==> src/rtl/systolic_sequencer_pkg.sv <==
// -----------------------------------------------------------------------------
// systolic_sequencer_pkg
// Shared constants, FSM state encoding and the tile stride helper used by the
// systolic array sequencer, its address generator and its bus interface.
// -----------------------------------------------------------------------------
package systolic_sequencer_pkg;

    localparam int unsigned N        = 4;             // array dimension
    localparam int unsigned K_W      = 4;             // instruction width
    localparam int unsigned IADDR_W  = 3;             // instruction memory address width
    localparam int unsigned COL_W    = 8;             // memA/memB column index width
    localparam int unsigned OADDR_W  = 7;             // output memory address width
    localparam int unsigned SEL_W    = $clog2(N * N); // PE result select width
    localparam int unsigned STRIDE_W = K_W + 1;       // holds K + 2N - 1

    localparam logic [K_W-1:0] HALT_OP = {K_W{1'b0}};

    typedef enum logic [2:0] {
        IDLE      = 3'd0,
        FETCH     = 3'd1,
        DECODE    = 3'd2,
        CLEAR     = 3'd3,
        STREAM    = 3'd4,
        FLUSH     = 3'd5,
        WRITEBACK = 3'd6,
        DONE      = 3'd7
    } state_t;

    // Columns consumed by one tile: K data columns plus 2N-1 skew/drain columns.
    function automatic logic [STRIDE_W-1:0] stride(input logic [K_W-1:0] k);
        return STRIDE_W'(k) + STRIDE_W'(2 * N - 1);
    endfunction

endpackage

==> src/rtl/systolic_sequencer_if.sv <==
// -----------------------------------------------------------------------------
// systolic_sequencer_if
// Control handshake plus instruction/operand/result memory bus of the
// sequencer.  master = sequencer side, slave = memories / host side.
//   ap_start, ap_done, currInstruction : host handshake
//   addrI, rdI, dataI                   : instruction memory (1-cycle read)
//   rd_col, rd_en                       : memA/memB column read
//   arr_clear, arr_en, out_sel          : systolic array control
//   wrO, addrO                          : output memory write
// -----------------------------------------------------------------------------
interface systolic_sequencer_if #(
    parameter int unsigned COLW = systolic_sequencer_pkg::COL_W
);
    import systolic_sequencer_pkg::*;

    logic                 ap_start;
    logic                 ap_done;
    logic [IADDR_W-1:0]   addrI;
    logic                 rdI;
    logic [K_W-1:0]       dataI;
    logic [COLW-1:0]      rd_col;
    logic                 rd_en;
    logic                 arr_clear;
    logic                 arr_en;
    logic [SEL_W-1:0]     out_sel;
    logic                 wrO;
    logic [OADDR_W-1:0]   addrO;
    logic [K_W-1:0]       currInstruction;

    modport master (
        input  ap_start, dataI,
        output ap_done, addrI, rdI, rd_col, rd_en, arr_clear, arr_en,
               out_sel, wrO, addrO, currInstruction
    );

    modport slave (
        output ap_start, dataI,
        input  ap_done, addrI, rdI, rd_col, rd_en, arr_clear, arr_en,
               out_sel, wrO, addrO, currInstruction
    );

endinterface

==> src/rtl/systolic_sequencer_addr_gen.sv <==
// -----------------------------------------------------------------------------
// seq_addr_gen
// Owns the per-program column base and output base pointers plus the stream
// (c) and writeback (k) counters.  All address outputs are registered so they
// line up with the FSM's registered enables.
//   clk, rst    : clock, async active-high reset
//   state_i     : current sequencer state
//   start_i     : accepted ap_start, clears base/ob
//   k_i         : instruction of the executing tile
//   dec_k_i     : instruction being decoded (for the fit check)
//   rd_col_o    : memA/memB column index (base + c)
//   out_sel_o   : PE result select (k)
//   addr_o_o    : output memory address (ob + k)
//   c_last_o    : last STREAM cycle
//   k_last_o    : last WRITEBACK cycle
//   fits_o      : decoded tile stays inside the column space
// -----------------------------------------------------------------------------
module seq_addr_gen
    import systolic_sequencer_pkg::*;
#(
    parameter int unsigned COLW = COL_W
) (
    input  logic                clk,
    input  logic                rst,
    input  state_t              state_i,
    input  logic                start_i,
    input  logic [K_W-1:0]      k_i,
    input  logic [K_W-1:0]      dec_k_i,
    output logic [COLW-1:0]     rd_col_o,
    output logic [SEL_W-1:0]    out_sel_o,
    output logic [OADDR_W-1:0]  addr_o_o,
    output logic                c_last_o,
    output logic                k_last_o,
    output logic                fits_o
);

    // base needs one extra bit: it may legally land exactly on 2^COLW.
    localparam int unsigned BASE_W  = COLW + 1;
    localparam int unsigned SUM_W   = COLW + 2;
    localparam int unsigned COL_CNT = 1 << COLW;

    logic [BASE_W-1:0]   base_q,    base_d;
    logic [OADDR_W-1:0]  ob_q,      ob_d;
    logic [STRIDE_W-1:0] c_q,       c_d;
    logic [COLW-1:0]     rd_col_q,  rd_col_d;
    logic [SEL_W-1:0]    out_sel_q, out_sel_d;
    logic [OADDR_W-1:0]  addr_o_q,  addr_o_d;
    logic                c_last_s;
    logic                k_last_s;
    logic [SUM_W-1:0]    end_col_s;

    assign c_last_s  = (c_q == (stride(k_i) - STRIDE_W'(1)));
    assign k_last_s  = (out_sel_q == SEL_W'(N * N - 1));
    assign end_col_s = SUM_W'(base_q) + SUM_W'(stride(dec_k_i));

    // Program pointers: cleared on start, advanced once per finished tile.
    always_comb begin
        base_d = base_q;
        ob_d   = ob_q;
        if (start_i) begin
            base_d = {BASE_W{1'b0}};
            ob_d   = {OADDR_W{1'b0}};
        end else if ((state_i == WRITEBACK) && k_last_s) begin
            base_d = base_q + BASE_W'(stride(k_i));
            ob_d   = ob_q + OADDR_W'(N * N);
        end else begin
            base_d = base_q;
            ob_d   = ob_q;
        end
    end

    // Counters and registered addresses; the load happens in the state before
    // the phase so the first active cycle already shows base / ob.
    always_comb begin
        c_d       = {STRIDE_W{1'b0}};
        rd_col_d  = {COLW{1'b0}};
        out_sel_d = {SEL_W{1'b0}};
        addr_o_d  = {OADDR_W{1'b0}};
        case (state_i)
            CLEAR: begin
                rd_col_d = base_q[COLW-1:0];
            end
            STREAM: begin
                if (!c_last_s) begin
                    c_d      = c_q + STRIDE_W'(1);
                    rd_col_d = rd_col_q + COLW'(1);
                end else begin
                    c_d      = {STRIDE_W{1'b0}};
                    rd_col_d = {COLW{1'b0}};
                end
            end
            FLUSH: begin
                addr_o_d = ob_q;
            end
            WRITEBACK: begin
                if (!k_last_s) begin
                    out_sel_d = out_sel_q + SEL_W'(1);
                    addr_o_d  = addr_o_q + OADDR_W'(1);
                end else begin
                    out_sel_d = {SEL_W{1'b0}};
                    addr_o_d  = {OADDR_W{1'b0}};
                end
            end
            default: begin
                c_d       = {STRIDE_W{1'b0}};
                rd_col_d  = {COLW{1'b0}};
                out_sel_d = {SEL_W{1'b0}};
                addr_o_d  = {OADDR_W{1'b0}};
            end
        endcase
    end

    // State registers of the address generator.
    always_ff @(posedge clk or posedge rst) begin
        if (rst) begin
            base_q    <= {BASE_W{1'b0}};
            ob_q      <= {OADDR_W{1'b0}};
            c_q       <= {STRIDE_W{1'b0}};
            rd_col_q  <= {COLW{1'b0}};
            out_sel_q <= {SEL_W{1'b0}};
            addr_o_q  <= {OADDR_W{1'b0}};
        end else begin
            base_q    <= base_d;
            ob_q      <= ob_d;
            c_q       <= c_d;
            rd_col_q  <= rd_col_d;
            out_sel_q <= out_sel_d;
            addr_o_q  <= addr_o_d;
        end
    end

    assign rd_col_o  = rd_col_q;
    assign out_sel_o = out_sel_q;
    assign addr_o_o  = addr_o_q;
    assign c_last_o  = c_last_s;
    assign k_last_o  = k_last_s;
    assign fits_o    = (end_col_s <= SUM_W'(COL_CNT));

endmodule

==> src/rtl/systolic_sequencer.sv <==
// -----------------------------------------------------------------------------
// systolic_sequencer
// Instruction-driven controller for the NxN systolic MAC array.  After
// ap_start it fetches instructions; each nonzero K runs one tile
// (CLEAR, STREAM K+2N-1 columns, FLUSH, WRITEBACK N*N results).  Instruction 0
// or the end of instruction memory ends the program and raises ap_done.
//   clk : clock, rising edge
//   rst : asynchronous active-high reset
//   bus : systolic_sequencer_if.master (handshake + memory/array bus)
// -----------------------------------------------------------------------------
module systolic_sequencer
    import systolic_sequencer_pkg::*;
#(
    parameter int unsigned COLW = COL_W
) (
    input  logic                       clk,
    input  logic                       rst,
    systolic_sequencer_if.master       bus
);

    state_t             state_q;
    logic [IADDR_W-1:0] pc_q;
    logic [IADDR_W-1:0] addr_i_q;
    logic               rd_i_q;
    logic               arr_clear_q;
    logic               rd_en_q;
    logic               arr_en_q;
    logic               wr_o_q;
    logic               ap_done_q;
    logic [K_W-1:0]     cur_q;

    logic               start_s;
    logic               c_last_s;
    logic               k_last_s;
    logic               fits_s;
    logic [COLW-1:0]    rd_col_s;
    logic [SEL_W-1:0]   out_sel_s;
    logic [OADDR_W-1:0] addr_o_s;

    // ap_start is only honoured while waiting (IDLE) or finished (DONE).
    assign start_s = bus.ap_start && ((state_q == IDLE) || (state_q == DONE));

    seq_addr_gen #(
        .COLW      (COLW)
    ) u_addr_gen (
        .clk       (clk),
        .rst       (rst),
        .state_i   (state_q),
        .start_i   (start_s),
        .k_i       (cur_q),
        .dec_k_i   (bus.dataI),
        .rd_col_o  (rd_col_s),
        .out_sel_o (out_sel_s),
        .addr_o_o  (addr_o_s),
        .c_last_o  (c_last_s),
        .k_last_o  (k_last_s),
        .fits_o    (fits_s)
    );

    // Sequencer FSM; every output is registered and set on entry to the state
    // that owns it, so one-cycle strobes default back to 0.
    always_ff @(posedge clk or posedge rst) begin
        if (rst) begin
            state_q     <= IDLE;
            pc_q        <= {IADDR_W{1'b0}};
            addr_i_q    <= {IADDR_W{1'b0}};
            rd_i_q      <= 1'b0;
            arr_clear_q <= 1'b0;
            rd_en_q     <= 1'b0;
            arr_en_q    <= 1'b0;
            wr_o_q      <= 1'b0;
            ap_done_q   <= 1'b0;
            cur_q       <= {K_W{1'b0}};
        end else begin
            addr_i_q    <= {IADDR_W{1'b0}};
            rd_i_q      <= 1'b0;
            arr_clear_q <= 1'b0;
            rd_en_q     <= 1'b0;
            wr_o_q      <= 1'b0;
            // arr_en trails rd_en by one cycle so the last read still shifts in.
            arr_en_q    <= (state_q == CLEAR) ? 1'b0 : rd_en_q;
            case (state_q)
                IDLE, DONE: begin
                    if (bus.ap_start) begin
                        state_q   <= FETCH;
                        pc_q      <= {IADDR_W{1'b0}};
                        rd_i_q    <= 1'b1;
                        ap_done_q <= 1'b0;
                    end
                end
                FETCH: begin
                    state_q <= DECODE;
                end
                DECODE: begin
                    if ((bus.dataI == HALT_OP) || !fits_s) begin
                        state_q   <= DONE;
                        ap_done_q <= 1'b1;
                        cur_q     <= {K_W{1'b0}};
                    end else begin
                        state_q     <= CLEAR;
                        cur_q       <= bus.dataI;
                        arr_clear_q <= 1'b1;
                    end
                end
                CLEAR: begin
                    state_q <= STREAM;
                    rd_en_q <= 1'b1;
                end
                STREAM: begin
                    if (c_last_s) begin
                        state_q <= FLUSH;
                    end else begin
                        rd_en_q <= 1'b1;
                    end
                end
                FLUSH: begin
                    state_q <= WRITEBACK;
                    wr_o_q  <= 1'b1;
                end
                WRITEBACK: begin
                    if (k_last_s) begin
                        pc_q <= pc_q + IADDR_W'(1);
                        // pc about to wrap: every instruction slot has run.
                        if (pc_q == {IADDR_W{1'b1}}) begin
                            state_q   <= DONE;
                            ap_done_q <= 1'b1;
                            cur_q     <= {K_W{1'b0}};
                        end else begin
                            state_q  <= FETCH;
                            rd_i_q   <= 1'b1;
                            addr_i_q <= pc_q + IADDR_W'(1);
                        end
                    end else begin
                        wr_o_q <= 1'b1;
                    end
                end
                default: begin
                    state_q <= IDLE;
                end
            endcase
        end
    end

    assign bus.ap_done         = ap_done_q;
    assign bus.addrI           = addr_i_q;
    assign bus.rdI             = rd_i_q;
    assign bus.rd_col          = rd_col_s;
    assign bus.rd_en           = rd_en_q;
    assign bus.arr_clear       = arr_clear_q;
    assign bus.arr_en          = arr_en_q;
    assign bus.out_sel         = out_sel_s;
    assign bus.wrO             = wr_o_q;
    assign bus.addrO           = addr_o_s;
    assign bus.currInstruction = cur_q;

endmodule

==> src/flat_wrapper.sv <==
// flat-port wrapper written by rule: the top's interface ports become plain ports
module systolic_sequencer_flat import systolic_sequencer_pkg::*;
#(
    parameter int unsigned COLW = COL_W
)
  (clk, rst, bus_ap_start, bus_dataI, bus_ap_done, bus_addrI, bus_rdI, bus_rd_col, bus_rd_en, bus_arr_clear, bus_arr_en, bus_out_sel, bus_wrO, bus_addrO, bus_currInstruction);
  systolic_sequencer_if #(.COLW(COLW)) bus_i ();
  input  logic clk;
  input  logic rst;
  input wire logic [$bits(bus_i.ap_start)-1:0] bus_ap_start;
  input wire logic [$bits(bus_i.dataI)-1:0] bus_dataI;
  output wire logic [$bits(bus_i.ap_done)-1:0] bus_ap_done;
  output wire logic [$bits(bus_i.addrI)-1:0] bus_addrI;
  output wire logic [$bits(bus_i.rdI)-1:0] bus_rdI;
  output wire logic [$bits(bus_i.rd_col)-1:0] bus_rd_col;
  output wire logic [$bits(bus_i.rd_en)-1:0] bus_rd_en;
  output wire logic [$bits(bus_i.arr_clear)-1:0] bus_arr_clear;
  output wire logic [$bits(bus_i.arr_en)-1:0] bus_arr_en;
  output wire logic [$bits(bus_i.out_sel)-1:0] bus_out_sel;
  output wire logic [$bits(bus_i.wrO)-1:0] bus_wrO;
  output wire logic [$bits(bus_i.addrO)-1:0] bus_addrO;
  output wire logic [$bits(bus_i.currInstruction)-1:0] bus_currInstruction;
  assign bus_i.ap_start = bus_ap_start;
  assign bus_i.dataI = bus_dataI;
  assign bus_ap_done = bus_i.ap_done;
  assign bus_addrI = bus_i.addrI;
  assign bus_rdI = bus_i.rdI;
  assign bus_rd_col = bus_i.rd_col;
  assign bus_rd_en = bus_i.rd_en;
  assign bus_arr_clear = bus_i.arr_clear;
  assign bus_arr_en = bus_i.arr_en;
  assign bus_out_sel = bus_i.out_sel;
  assign bus_wrO = bus_i.wrO;
  assign bus_addrO = bus_i.addrO;
  assign bus_currInstruction = bus_i.currInstruction;
  systolic_sequencer #(.COLW(COLW)) u_core (.clk(clk), .rst(rst), .bus(bus_i));
endmodule
==> config.mk <==
export PLATFORM = sky130hd
export DESIGN_NAME = systolic_sequencer_flat
export DESIGN_NICKNAME = d
export VERILOG_FILES = /design/src/rtl/systolic_sequencer_pkg.sv /design/src/rtl/systolic_sequencer_if.sv /design/src/rtl/systolic_sequencer_addr_gen.sv /design/src/rtl/systolic_sequencer.sv /design/src/flat_wrapper.sv
export SDC_FILE = /design/constraint.sdc
export NUM_CORES = 1
export LEC_CHECK = 0
export CAP_MARGIN = 10
export CORE_MARGIN = 2
export CORE_UTILIZATION = 30
export CTS_CLUSTER_SIZE = 12
export DETAILED_ROUTE_END_ITERATION = 8
export DONT_BUFFER_PORTS = 1
export GPL_TIMING_DRIVEN = 0
export PLACE_DENSITY_LB_ADDON = 0.2
export SLEW_MARGIN = 20
export SYNTH_ARGS = -nofsm -noshare
export SYNTH_HDL_FRONTEND = slang
export SYNTH_SLANG_ARGS = --single-unit
==> constraint.sdc <==
create_clock -name clk -period 3.03 [get_ports clk]
set_input_delay 0.606 -clock clk [delete_from_list [all_inputs] [get_ports clk]]
set_output_delay 0.606 -clock clk [all_outputs]
set_load 0.01 [all_outputs]
Yosys cells after proc, flatten, opt, wreduce, memory -nomap -nowiden

Index checks and enable logic that the tools add are counted.

Register bits: 59
Input bits: 7
Output and inout port bits: 32

Add/sub/neg operators: 11
Order comparisons: 1
Equality and inequality tests: 15
Mux-type cells: 44
Reductions and logical operators: 16

Operators with widths:

| operator              | number |
|---|---|
| $mux W3               | 10 |
| $mux W7               | 3 |
| $pmux W3 S7           | 1 |
| $mux W4               | 5 |
| $mux W9               | 2 |
| $pmux W8 S2           | 1 |
| $eq A3 B3 Y1 const B  | 5 |
| $pmux W7 S2           | 1 |
| $mux W1               | 12 |
| $add A4 B3 Y5 const B | 2 |
| $add A9 B5 Y10        | 1 |
| $le A10 B9 Y1 const B | 1 |
| $mux W5               | 2 |
| $add A9 B5 Y9         | 1 |
| $reduce_and A3 Y1     | 3 |
| $add A8 B1 Y8 const B | 1 |
| $mux W8               | 1 |
| $pmux W4 S2           | 1 |
| $add A7 B1 Y7 const B | 1 |
| $add A7 B5 Y7 const B | 1 |
| $eq A3 B2 Y1 const B  | 2 |
| $ne A2 B1 Y1 const B  | 3 |
| $pmux W1 S2           | 3 |
| $pmux W3 S2           | 1 |
| other kinds (18)      | 23 |

Depth between registers and ports, before layout

Gate-level depths: netlist of run 1.

Depth in word-level cells: 7
Depth in mapped cells: 12

By module

From an unflattened synthesis of run 1, not the netlist that was laid out.

Cells, all modules: 364
Area total of the unflattened synthesis: 3445.8 sq um

By module, submodules not included:

| module             | times used | cells an instance | area each (sq um) | seq. area each (sq um) |
|---|---|---|---|---|
| seq_addr_gen       | 1          | 271               | 2488.6            | 900.9 |
| systolic_sequencer | 1          | 93                | 957.2             | 475.5 |

Least setup slack after synthesis of run 1

No wires, ideal clock.

Kind: input-to-reg
Start: in bus_dataI[1]
End: reg u_core.ap_done_q, in the netlist u_core.bus.ap_done
Library setup time: 0.146 ns
Data arrival time: 2.838 ns
Path slack: 0.046 ns
Cell stages on the path: 12
Buffers on the path: 0
Cells stage by stage: inv_1 ha_1 inv_1 ha_1 inv_1 fa_1 nand2b_1 o2bb2ai_1 mux2i_1 o32ai_1 nor3b_1 o21ai_0

Cells in the longest elaborated chain, start to end: 7

RTL lines:

| what                            | RTL line                           | text |
|---|---|---|
| from (decl)                     | flat_wrapper.sv:11                 | `input wire logic [$bits(bus_i.dataI)-1:0] bus_dataI;` |
| $add A4 B3 Y5                   | systolic_sequencer_pkg.sv:31       | `return STRIDE_W'(k) + STRIDE_W'(2 * N - 1);` |
| $add A9 B5 Y10                  | systolic_sequencer_addr_gen.sv:54  | `assign end_col_s = SUM_W'(base_q) + SUM_W'(stride(dec_k_i));` |
| $le A10 B9 Y1                   | systolic_sequencer_addr_gen.sv:137 | `assign fits_o = (end_col_s <= SUM_W'(COL_CNT));` |
| $logic_not A1 Y1                | systolic_sequencer.sv:95           | `if ((bus.dataI == HALT_OP) \|\| !fits_s) begin` |
| $logic_or A1 B1 Y1 (*)          | systolic_sequencer.sv:95           |  |
| $ne A2 B1 Y1 (no line) (*)      | --                                 |  |
| $reduce_and A5 Y1 (no line) (*) | --                                 |  |
| to (signal assigned)            | systolic_sequencer.sv:88           | `ap_done_q <= 1'b0;` |
| to (signal assigned)            | systolic_sequencer.sv:97           | `ap_done_q <= 1'b1;` |
| to (signal assigned)            | systolic_sequencer.sv:126          | `ap_done_q <= 1'b1;` |
| to (decl)                       | systolic_sequencer.sv:29           | `logic ap_done_q;` |

Mark *: on every way between the ends. The rest lies on a longest branch, timed or not.
A chain may end at the register's enable or synchronous reset.

Worst setup path in the final report of run 1

Start: reg u_core.cur_q[0], in the netlist u_core.bus.currInstruction[0]
End: reg u_core.u_addr_gen.rd_col_q[1], in the netlist u_core.u_addr_gen.rd_col_o[1]

Cells in the longest elaborated chain, start to end: 5

RTL lines:

| what                                    | RTL line                           | text |
|---|---|---|
| from (decl)                             | systolic_sequencer.sv:30           | `logic [K_W-1:0] cur_q;` |
| from (signal assigned)                  | systolic_sequencer.sv:73           | `cur_q <= {K_W{1'b0}};` |
| from (signal assigned)                  | systolic_sequencer.sv:98           | `cur_q <= {K_W{1'b0}};` |
| from (signal assigned)                  | systolic_sequencer.sv:101          | `cur_q <= bus.dataI;` |
| $add A4 B3 Y5                           | systolic_sequencer_pkg.sv:31       |  |
| $sub A5 B1 Y5                           | systolic_sequencer_addr_gen.sv:52  | `assign c_last_s = (c_q == (stride(k_i) - STRIDE_W'(1)));` |
| $eq A5 B5 Y1                            | systolic_sequencer_addr_gen.sv:52  |  |
| $mux W8                                 | systolic_sequencer_addr_gen.sv:84  | `if (!c_last_s) begin` |
| $pmux W8 S2                             | systolic_sequencer_addr_gen.sv:79  | `case (state_i)` |
| named net u_core.u_addr_gen.rd_col_d[1] | systolic_sequencer_addr_gen.sv:45  | `logic [COLW-1:0] rd_col_q, rd_col_d;` |
| to (signal assigned)                    | systolic_sequencer_addr_gen.sv:119 | `rd_col_q <= {COLW{1'b0}};` |
| to (signal assigned)                    | systolic_sequencer_addr_gen.sv:126 | `rd_col_q <= rd_col_d;` |
| to (decl)                               | systolic_sequencer_addr_gen.sv:45  |  |

The timed path passes the listed nets, and every way through them passes these cells.

==> impl_metrics.toml, run 1 <==
[outcome]
status = "finished, final reports clean"

[route]
route.detailed.vias_per_inst = 4.829
drt_pre_antenna_iters = 4
route.antenna.remaining_nets = 0
first_iter_violations = 64
routed_wire_length_per_instance_um = 14.15
dr_total_vias = 2294
detail_route.wirelength_um = 6722
drc_errors = 0

[clock_tree]
tritoncts = "done"
cts_max_path_buffers = 2
cts_num_sinks = 55
cts_root_buffer = "sky130_fd_sc_hd__clkbuf_8"
cts-htree-levels = 2
clkLatencyLatePin_ns = 0.31
cts_made_buffers = 5
clkSlewWorstSetupHoldPaths_ns = 0.10

[yosys]
count_of_synthesis_stage_warnings_from_yosys = 0
synth_area_leader_cell = "sky130_fd_sc_hd__dfrtp_1"
average_size_of_a_mapped_cell_um2 = 9.602
post_synthesis_cell_area_um2 = 3120
netlist_top_cells_area = "sky130_fd_sc_hd__dfrtp_1 (44%), sky130_fd_sc_hd__ha_1 (9.6%), sky130_fd_sc_hd__xor2_1 (4.5%)"
postSynthRegisterBits = 55
synth_enable_flop_cells = 0
synth.yosys.seq_area_share = 0.4411
yosysTopAreaCellShare = 0.4411
post_synth_most_frequent_cells = "sky130_fd_sc_hd__dfrtp_1 (55), sky130_fd_sc_hd__nand2_1 (34), sky130_fd_sc_hd__inv_1 (27), sky130_fd_sc_hd__nor2_1 (27), sky130_fd_sc_hd__ha_1 (24)"
async_reset_ff_frac = 1.000
syn-num-nets = 358
netlist_instances = 325
synth.distinct_cells = 50
yosys_most_used_dff = "sky130_fd_sc_hd__dfrtp_1"
post-synth-top-count-cell = "sky130_fd_sc_hd__dfrtp_1"

[floorplanning]
start_util = 0.3050
ioPinCount = 39
dieHeight_um = 106.0
placeableCoreArea_um2 = 10230
die_width_um = 106.0
placementRows = 37
die_area_um2 = 11230

[global_routing]
grtUsageTotal = 0.1275
first_global_vias = 2371
grt_max_degree = 39
antenna_violations_before_repair = 0
first_pass_grt_wire_length_um = 11600
grt_remaining_overflow = 0

[place]
detailed_placement_hpwl_um = 4991
placed_cells_incl_taps = 462
globalplace.congestion = 0.8065
dpl_worst_slack_ns = -0.5362
placement.io_buffers = 0

[setup_path]
worst_setup_start_kind = "register"
critPathRequiredTime_ns = 3.27
worstSetupPathType = "reg2reg"
worst_setup_path_end_kind = "register"
crit_fanout = 8
worst-r2r-setup-slack_ns = 0.16
critical_path_arrival_ns = 3.11

[timing]
setup_ws_ns = 0.1635
timing.fmax_ghz = 0.3489
slew_viol_final = 0
final.period_utilization = 0.9460
finalClockSkew_ns = 0.007739
setup_repair_after_global_routing_missed_its_margin = "no"
slew_headroom = 0.4814
whs_ns = 0.09274
final_period_minus_worst_setup_slack_ns = 2.866
final.setup.tns_ns = 0
worst_slew_pin_tran_ns = 0.7727
final-setup-viol-count = 0
timing_hold_violations_final = 0

[pwr]
power-per-cell-area_nw_per_um2 = 713.2
vdd_drop_max_uv = 408.4
power.static_leakage_uw = 0.001641

[cells_and_area]
postLayoutCoreUtil = 0.3405
layout_cells_sized_above_1 = 0.1003
finalNetCount = 371
final-instance-count-excl-fill = 475
antennaDiodeCount = 0
synthToLayoutAreaGrowth_pct = 11.63

[job]
drv.max_cap_violation_count = 0

[worst_hold_path]
hp-class = "in2async"
==> path summary, 6_finish.rpt <==
path,startpoint,end,cells past startpoint
setup reg to reg,u_core.bus.currInstruction[0]$_DFFE_PP0P_,u_core.u_addr_gen.rd_col_o[1]$_DFF_PP0_,9
hold reg to reg,u_core.pc_q[0]$_DFFE_PP0P_,u_core.bus.addrI[0]$_DFF_PP0_,1
hold / removal,rst,u_core.bus.addrI[2]$_DFF_PP0_,1
max in group asynchronous,rst,u_core.bus.currInstruction[0]$_DFFE_PP0P_,2
setup / recovery,u_core.bus.currInstruction[0]$_DFFE_PP0P_,u_core.u_addr_gen.rd_col_o[1]$_DFF_PP0_,9
min in group clk,bus_dataI[3],u_core.bus.currInstruction[3]$_DFFE_PP0P_,1
==> metrics by stage <==
step,total power (uW),cell area (um^2)
floorplan,1728,3120
global placement,1957,3291
detailed placement,1967,3313
CTS,2496,3443
global route,2711,3483
finish,2484,3483
==> sequential cells by signal, indices dropped and copies added (netlist names), 4 cells and up <==
register and flops:
u_core.bus.currInstruction 4, u_core.u_addr_gen.base_q 9, u_core.u_addr_gen.rd_col_o 8, u_core.u_addr_gen.addr_o_o 7
u_core.u_addr_gen.c_q 5, u_core.u_addr_gen.out_sel_o 4
==> area by class of cell <==
type	instances	area (um^2)
Fill cell	1080	6748
Multi-Input combinational cell	235	1625
Sequential cell	55	1379
Tap cell	136	170.2
Inverter	27	103.9
Clock buffer	6	72.57
Timing Repair Buffer	6	55.05
Clock inverter	2	38.79
Buffer	8	38.79
==> cells in the final DEF (no fill, tap or decap), types with 2 or more instances in the layout <==
cell type                   n
sky130_fd_sc_hd__o21ai_0   18
sky130_fd_sc_hd__nor3_1     7
sky130_fd_sc_hd__nand2b_1   3
sky130_fd_sc_hd__xor2_1    16
sky130_fd_sc_hd__a211oi_1   3
sky130_fd_sc_hd__o21ai_2    5
sky130_fd_sc_hd__a22o_1     4
sky130_fd_sc_hd__nor2b_1    2
sky130_fd_sc_hd__dfrtp_1   53
sky130_fd_sc_hd__or3_1      2
sky130_fd_sc_hd__dfrtp_2    2
sky130_fd_sc_hd__nand3_1   18
sky130_fd_sc_hd__a21o_1     4
sky130_fd_sc_hd__nor2_1    27
sky130_fd_sc_hd__o211ai_1   2
sky130_fd_sc_hd__o21ai_1    2
sky130_fd_sc_hd__o31ai_1    2
sky130_fd_sc_hd__clkbuf_1   7
sky130_fd_sc_hd__and3_1     8
sky130_fd_sc_hd__and2_1     3
sky130_fd_sc_hd__a21oi_1    8
sky130_fd_sc_hd__or2_2      2
sky130_fd_sc_hd__nand2_1   34
sky130_fd_sc_hd__buf_2      2
sky130_fd_sc_hd__xnor2_1   15
sky130_fd_sc_hd__inv_1     23
sky130_fd_sc_hd__clkbuf_8   5
sky130_fd_sc_hd__buf_4      4
sky130_fd_sc_hd__inv_2      3
sky130_fd_sc_hd__ha_1      24
==> critical path: stages, from the launching register on <==
cell and delay, ns:
sky130_fd_sc_hd__dfrtp_2 0.50, sky130_fd_sc_hd__inv_2 0.09, sky130_fd_sc_hd__ha_1 0.16, sky130_fd_sc_hd__or2b_2 0.34, sky130_fd_sc_hd__nand4_1 0.12, sky130_fd_sc_hd__xor2_1 0.19, sky130_fd_sc_hd__mux4_2 0.56, sky130_fd_sc_hd__a2111o_1 0.50
sky130_fd_sc_hd__buf_2 0.22, sky130_fd_sc_hd__o21ai_2 0.11
==> layer usage <==
layer	global-route usage	up-vias	routed length (um)
li1	-	1127	-
met1	0.1679	1112	3209
met2	0.2120	53	3073
met3	0.03433	2	419
met4	0.02444	0	19
met5	0	-	0
==> report_power, final <==
part           total (uW)  switching [uW]  internal [uW]
clock network         496             245            250
registers            1020             161            857
logic                 971             578            393
==> what timing repair did <==
action / CTS / global route
hold buffers: 0 / 0
buffers inserted: 0 / 4
cloned: 0 / 1
resized for setup: 4 / 7
setup endpoints to repair: 6 / 18
pin swaps: 0 / 3
==> logic make-up after synthesis <==
family | synth area share
AO/OA/AOI/OAI | 0.1263
XOR/XNOR | 0.08701
adder cells (fa/ha/maj) | 0.1091
buffers and inverters | 0.04491
flip-flops | 0.4411
multiplexers | 0.01042
AND/OR/NAND/NOR | 0.1812
Note: power is estimated with default switching activity, not from simulation.
==> inputs of run 2 (changes only) <==
==> constraint.sdc (replaced) <==
create_clock -name clk -period 3.03 [get_ports clk]
set_input_delay 0.1515 -clock clk [delete_from_list [all_inputs] [get_ports clk]]
set_output_delay 0.1515 -clock clk [all_outputs]
set_load 0.01 [all_outputs]
==> run 2 against run 1 <==
  * Sequential power about the same
  * Critical path type unchanged
  * Flip-flop and latch count unchanged
  * Via count increased by 0.31%
  * First-iteration DRC count decreased by 13%
  * Die area unchanged
  * Register-to-register slack about the same
  * Worst hold slack got worse by 0.059 ns
  * Maximum frequency about the same
==> impl_metrics.toml, run 2 (synthesized netlist as in run 1, its figures left out) <==
[floorplanning]
placementRows = 37
start_util = 0.3050
placeableCoreArea_um2 = 10230
dieHeight_um = 106.0
die_width_um = 106.0
ioPinCount = 39
die_area_um2 = 11230

[timing]
setup_repair_after_global_routing_missed_its_margin = "no"
whs_ns = 0.03409
slew_viol_final = 0
timing.fmax_ghz = 0.3486
timing_hold_violations_final = 0
setup_ws_ns = 0.1614
slew_headroom = 0.4899
worst_slew_pin_tran_ns = 0.7600
final.period_utilization = 0.9467
finalClockSkew_ns = 0.008330
final_period_minus_worst_setup_slack_ns = 2.869
final-setup-viol-count = 0

[cells_and_area]
multi_input_area_um2 = 1630
layout.cells.most_common = "sky130_fd_sc_hd__dfrtp_1"
regMostFlops = "u_core.u_addr_gen.base_q"
finalNetCount = 375
layout_cells_sized_above_1 = 0.09621
final-instance-count-excl-fill = 479
largest_register_ffs = 9
synthToLayoutAreaGrowth_pct = 13.15
fillCellCount = 1075
antennaDiodeCount = 0
final_area_um2 = 3531
regArea_um2 = 1379
final_cell_mix = "sky130_fd_sc_hd__dfrtp_1 (53), sky130_fd_sc_hd__nand2_1 (34), sky130_fd_sc_hd__nor2_1 (27)"

[route]
drc_errors = 0
routed_wire_length_per_instance_um = 14.17
detail_route.wirelength_um = 6789
route.detailed.vias_per_inst = 4.804
first_iter_violations = 56
route.antenna.remaining_nets = 0
dr_total_vias = 2301
drt_pre_antenna_iters = 4

[worst_hold_path]
hold_path.startpoint = "bus_ap_start"
hp-class = "in2reg"

[setup_path]
worstSetupPathType = "reg2reg"
critical_path.reg2reg.startpoint = "u_core.bus.currInstruction[0]$_DFFE_PP0P_"
worstPathBufferInverterCount = 2
crit_fanout = 8
critical_path_arrival_ns = 3.11
worst_setup_start_kind = "register"
crit_chain = "inv_2, ha_1, or2b_2, nand4_1, xor2_1, mux4_2, a2111o_1, buf_2, o21ai_2"
worst_setup_path_end_kind = "register"
critPathTopFamily = "compound AO/OA/AOI/OAI gates"
cp_slowest_cell = "sky130_fd_sc_hd__mux4_2"
critical_path.startpoint = "u_core.bus.currInstruction[0]$_DFFE_PP0P_"
critPathRequiredTime_ns = 3.27
critPathMaxStageDelay_ns = 0.56

[clock_tree]
cts_num_sinks = 55
clkLatencyLatePin_ns = 0.31
cts_root_buffer = "sky130_fd_sc_hd__clkbuf_8"
tritoncts = "done"
cts_made_buffers = 5
cts-htree-levels = 2
clkSlewWorstSetupHoldPaths_ns = 0.10
cts_max_path_buffers = 2

[pwr]
vdd_drop_max_uv = 408.2
power-per-cell-area_nw_per_um2 = 707.7
power_uw = 2499
power.static_leakage_uw = 0.001658

[global_routing]
grt_max_degree = 39
grtUsageTotal = 0.1298
grt_remaining_overflow = 0
first_global_vias = 2417
first_pass_grt_wire_length_um = 11810
antenna_violations_before_repair = 0

[outcome]
status = "finished, final reports clean"

[place]
placement.io_buffers = 0
dpl_worst_slack_ns = -0.4364
placed_cells_incl_taps = 462
globalplace.congestion = 0.8065
detailed_placement_hpwl_um = 4991
postPlaceCellArea_um2 = 3313

[job]
drv.max_cap_violation_count = 0
## run 2: where the power goes
group          internal [uW]  total (uW)  switching (uW)  leakage, uW
Sequential               857        1020             161     0.000744
Combinational            400         984             585     0.000858
Clock                    250         496             246    0.0000558
Total                   1510        2500             992      0.00166
## run 2: worst min-delay path: stages
cell and delay [ns]:
sky130_fd_sc_hd__o21ai_0 0.05, sky130_fd_sc_hd__nand2_1 0.06, sky130_fd_sc_hd__nand2_1 0.05
## run 2: per-layer routing
layer / track usage / share of wire
met4: 0.02444 / 0.0028
met2: 0.2207 / 0.47
met3: 0.03433 / 0.055
met5: 0 / 0
met1: 0.1675 / 0.48
## run 2: repair_timing
action | CTS | global route
hold buffers | 5 | 0
gates resized for setup | 4 | 7
hold endpoints to repair | 59 | 0
gates cloned | 0 | 1
endpoints found under the setup margin | 6 | 18
pin swaps | 0 | 2
setup buffers | 0 | 3
## run 2: layout make-up
type                       instances  share of cell area
multi-input combinational        235              0.4617
sequential                        55              0.3905
tap                              136             0.04819
inverter                          27             0.02941
timing repair buffer              10             0.02764
clock buffer                       6             0.02055
clock inverter                     2             0.01099
buffer                             8             0.01099
## run 2: path summary, 6_finish.rpt
check / end / slack (ns) / depth (start not counted)
min in group asynchronous: u_core.bus.addrI[2]$_DFF_PP0_ / 0.25 / 2
min: u_core.state_q[1]$_DFFE_PP0P_ / 0.03 / 3
max in group asynchronous: u_core.bus.currInstruction[0]$_DFFE_PP0P_ / 2.28 / 3
max: u_core.u_addr_gen.rd_col_o[1]$_DFF_PP0_ / 0.16 / 9
max reg2reg: u_core.u_addr_gen.rd_col_o[1]$_DFF_PP0_ / 0.16 / 9
min reg2reg: u_core.bus.addrI[0]$_DFF_PP0_ / 0.49 / 1
## run 2: per-stage QoR
step / TNS, ns / utilization
floorplan: 0 / -
global placement: -1.996 / 0.3216
detailed placement: -2.272 / 0.3238
CTS: 0 / 0.3414
global route: 0 / 0.3451
finish: 0 / 0.3451
==> inputs of run 3 (changes only) <==
==> constraint.sdc (replaced) <==
create_clock -name clk -period 3.03 [get_ports clk]
set_input_delay 0.909 -clock clk [delete_from_list [all_inputs] [get_ports clk]]
set_output_delay 0.909 -clock clk [all_outputs]
set_load 0.01 [all_outputs]
==> run 3 against run 2 <==
  * Clock power decreased by 11%
  * Via count up 0.22%
  * Clock skew about the same
  * Critical path depth rose by 1
  * Register-to-register slack gained 0.06 ns
==> impl_metrics.toml, run 3 (synthesized netlist as in run 1, its figures left out) <==
[outcome]
status = "finished, final reports clean"

[cells_and_area]
final_cell_mix = "sky130_fd_sc_hd__dfrtp_1 (54), sky130_fd_sc_hd__nand2_1 (34), sky130_fd_sc_hd__nor2_1 (27)"
largest_register_ffs = 9
regMostFlops = "u_core.u_addr_gen.base_q"
layout.cells.most_common = "sky130_fd_sc_hd__dfrtp_1"
layout_cells_sized_above_1 = 0.1015
synthToLayoutAreaGrowth_pct = 10.91
antennaDiodeCount = 0
finalNetCount = 367

[timing]
final.period_utilization = 0.9421
final-setup-viol-count = 0
slew_viol_final = 0
setup_ws_ns = 0.1755
setup_repair_after_global_routing_missed_its_margin = "no"
timing_hold_violations_final = 0
slew_headroom = 0.5147
finalClockSkew_ns = 0.007954
timing.fmax_ghz = 0.3503
worst_slew_pin_tran_ns = 0.7230
final_period_minus_worst_setup_slack_ns = 2.855

[setup_path]
worst_setup_start_kind = "input pin"
worst_r2r_endpoint = "u_core.u_addr_gen.rd_col_o[1]$_DFF_PP0_"
worst-r2r-setup-slack_ns = 0.22
crit_fanout = 6
crit_chain = "inv_1, ha_1, inv_1, ha_1, a21oi_1, a2bb2oi_1, xnor2_1, o32ai_2, nor3b_4, a22o_1"
cp_slowest_cell = "sky130_fd_sc_hd__nor3b_4"
worstSetupPathType = "in2reg"
critPathMaxStageDelay_ns = 0.38
critical_path.reg2reg.startpoint = "u_core.bus.currInstruction[0]$_DFFE_PP0P_"
critical_path.startpoint = "bus_dataI[2]"
cp-endpoint = "u_core.bus.currInstruction[0]$_DFFE_PP0P_"
worst_setup_path_end_kind = "register"
reg2regPathDepth = 9
critPathRequiredTime_ns = 3.28
critical_path_arrival_ns = 3.11

[clock_tree]
cts-htree-levels = 2
tritoncts = "done"
clkSlewWorstSetupHoldPaths_ns = 0.11
clkLatencyLatePin_ns = 0.31
cts_made_buffers = 5
cts_hold_buffers = 0
cts_max_path_buffers = 2
cts_num_sinks = 55
cts_root_buffer = "sky130_fd_sc_hd__clkbuf_8"

[pwr]
power-per-cell-area_nw_per_um2 = 705.3
power_uw = 2441
power.static_leakage_uw = 0.001619
vdd_drop_max_uv = 361.5

[floorplanning]
ioPinCount = 39
placeableCoreArea_um2 = 10230
dieHeight_um = 106.0
start_util = 0.3050
die_area_um2 = 11230
die_width_um = 106.0
placementRows = 37

[route]
route.antenna.remaining_nets = 0
first_iter_violations = 107
dr_total_vias = 2306
drc_errors = 0
detail_route.wirelength_um = 6820
drt_pre_antenna_iters = 4
route.detailed.vias_per_inst = 4.896
routed_wire_length_per_instance_um = 14.48

[place]
detailed_placement_hpwl_um = 4959
globalplace.congestion = 0.7861
placement.io_buffers = 0
dpl_worst_slack_ns = -0.3182

[global_routing]
grtUsageTotal = 0.1276
antenna_violations_before_repair = 0
grt_max_degree = 56
grt_remaining_overflow = 0
first_pass_grt_wire_length_um = 11720
first_global_vias = 2405

[job]
drv.max_cap_violation_count = 0

[worst_hold_path]
hp-class = "reg2reg"
worst_hold_path.num_cells = 1
run 3: metrics by stage:
step,instance area [um^2],util,std cells,hold slack (ns),setup TNS [ns]
final,3461,0.3383,471,0.5071,0
after detailed placement,3317,0.3242,461,0.4796,-1.832
after global placement,3314,0.3240,461,0.4754,-1.462
after floorplan,3144,-,325,0.4543,0
after CTS,3413,0.3336,469,0.5075,0
after global routing,3461,0.3383,471,0.5304,0
run 3: power by group:
part	internal, uW	switching (uW)	total (uW)
clock network	171	268	439
logic	392	591	983
registers	857	162	1020
run 3: area by class of cell:
type / instances / area (um^2)
well taps: 136 / 170.2
plain buffers: 8 / 38.79
multi-input cells: 235 / 1659
clock buffers: 5 / 68.82
flip-flops and latches: 55 / 1378
repair buffers: 2 / 15.01
fillers: 1043 / 6770
inverters: 27 / 103.9
clock inverters: 3 / 27.53
run 3: worst min-delay path by stage:
stage | start | end
global route | u_core.pc_q[0]$_DFFE_PP0P_ | u_core.bus.addrI[0]$_DFF_PP0_
floorplan | u_core.pc_q[0]$_DFFE_PP0P_ | u_core.bus.addrI[0]$_DFF_PP0_
global placement | u_core.pc_q[2]$_DFFE_PP0P_ | u_core.pc_q[2]$_DFFE_PP0P_
CTS | u_core.pc_q[0]$_DFFE_PP0P_ | u_core.bus.addrI[0]$_DFF_PP0_
detailed placement | u_core.pc_q[2]$_DFFE_PP0P_ | u_core.pc_q[2]$_DFFE_PP0P_
finish | u_core.pc_q[0]$_DFFE_PP0P_ | u_core.bus.addrI[0]$_DFF_PP0_
run 3: per-layer routing:
layer | vias to the layer above | global-route usage | wire (um)
met1 | 1119 | 0.1732 | 3242
met3 | 7 | 0.03066 | 372
li1 | 1130 | - | -
met5 | - | 0 | 0
met4 | 0 | 0.02820 | 70
met2 | 50 | 0.2069 | 3134
run 3: what timing repair did:
action / 4_1_cts / 5_1_grt
gates resized for setup: 0 / 11
buffers inserted: 0 / 1
endpoints found under the hold margin: 0 / 0
setup endpoints to repair: 0 / 19
run 3: critical path, delay by kind of cell:
kind	cells	cell delay (ns)
simple gates	1	0.38
buf+inv	2	0.08
compound gates	4	0.96
xor+xnor	1	0.13
fa+ha+maj	2	0.63
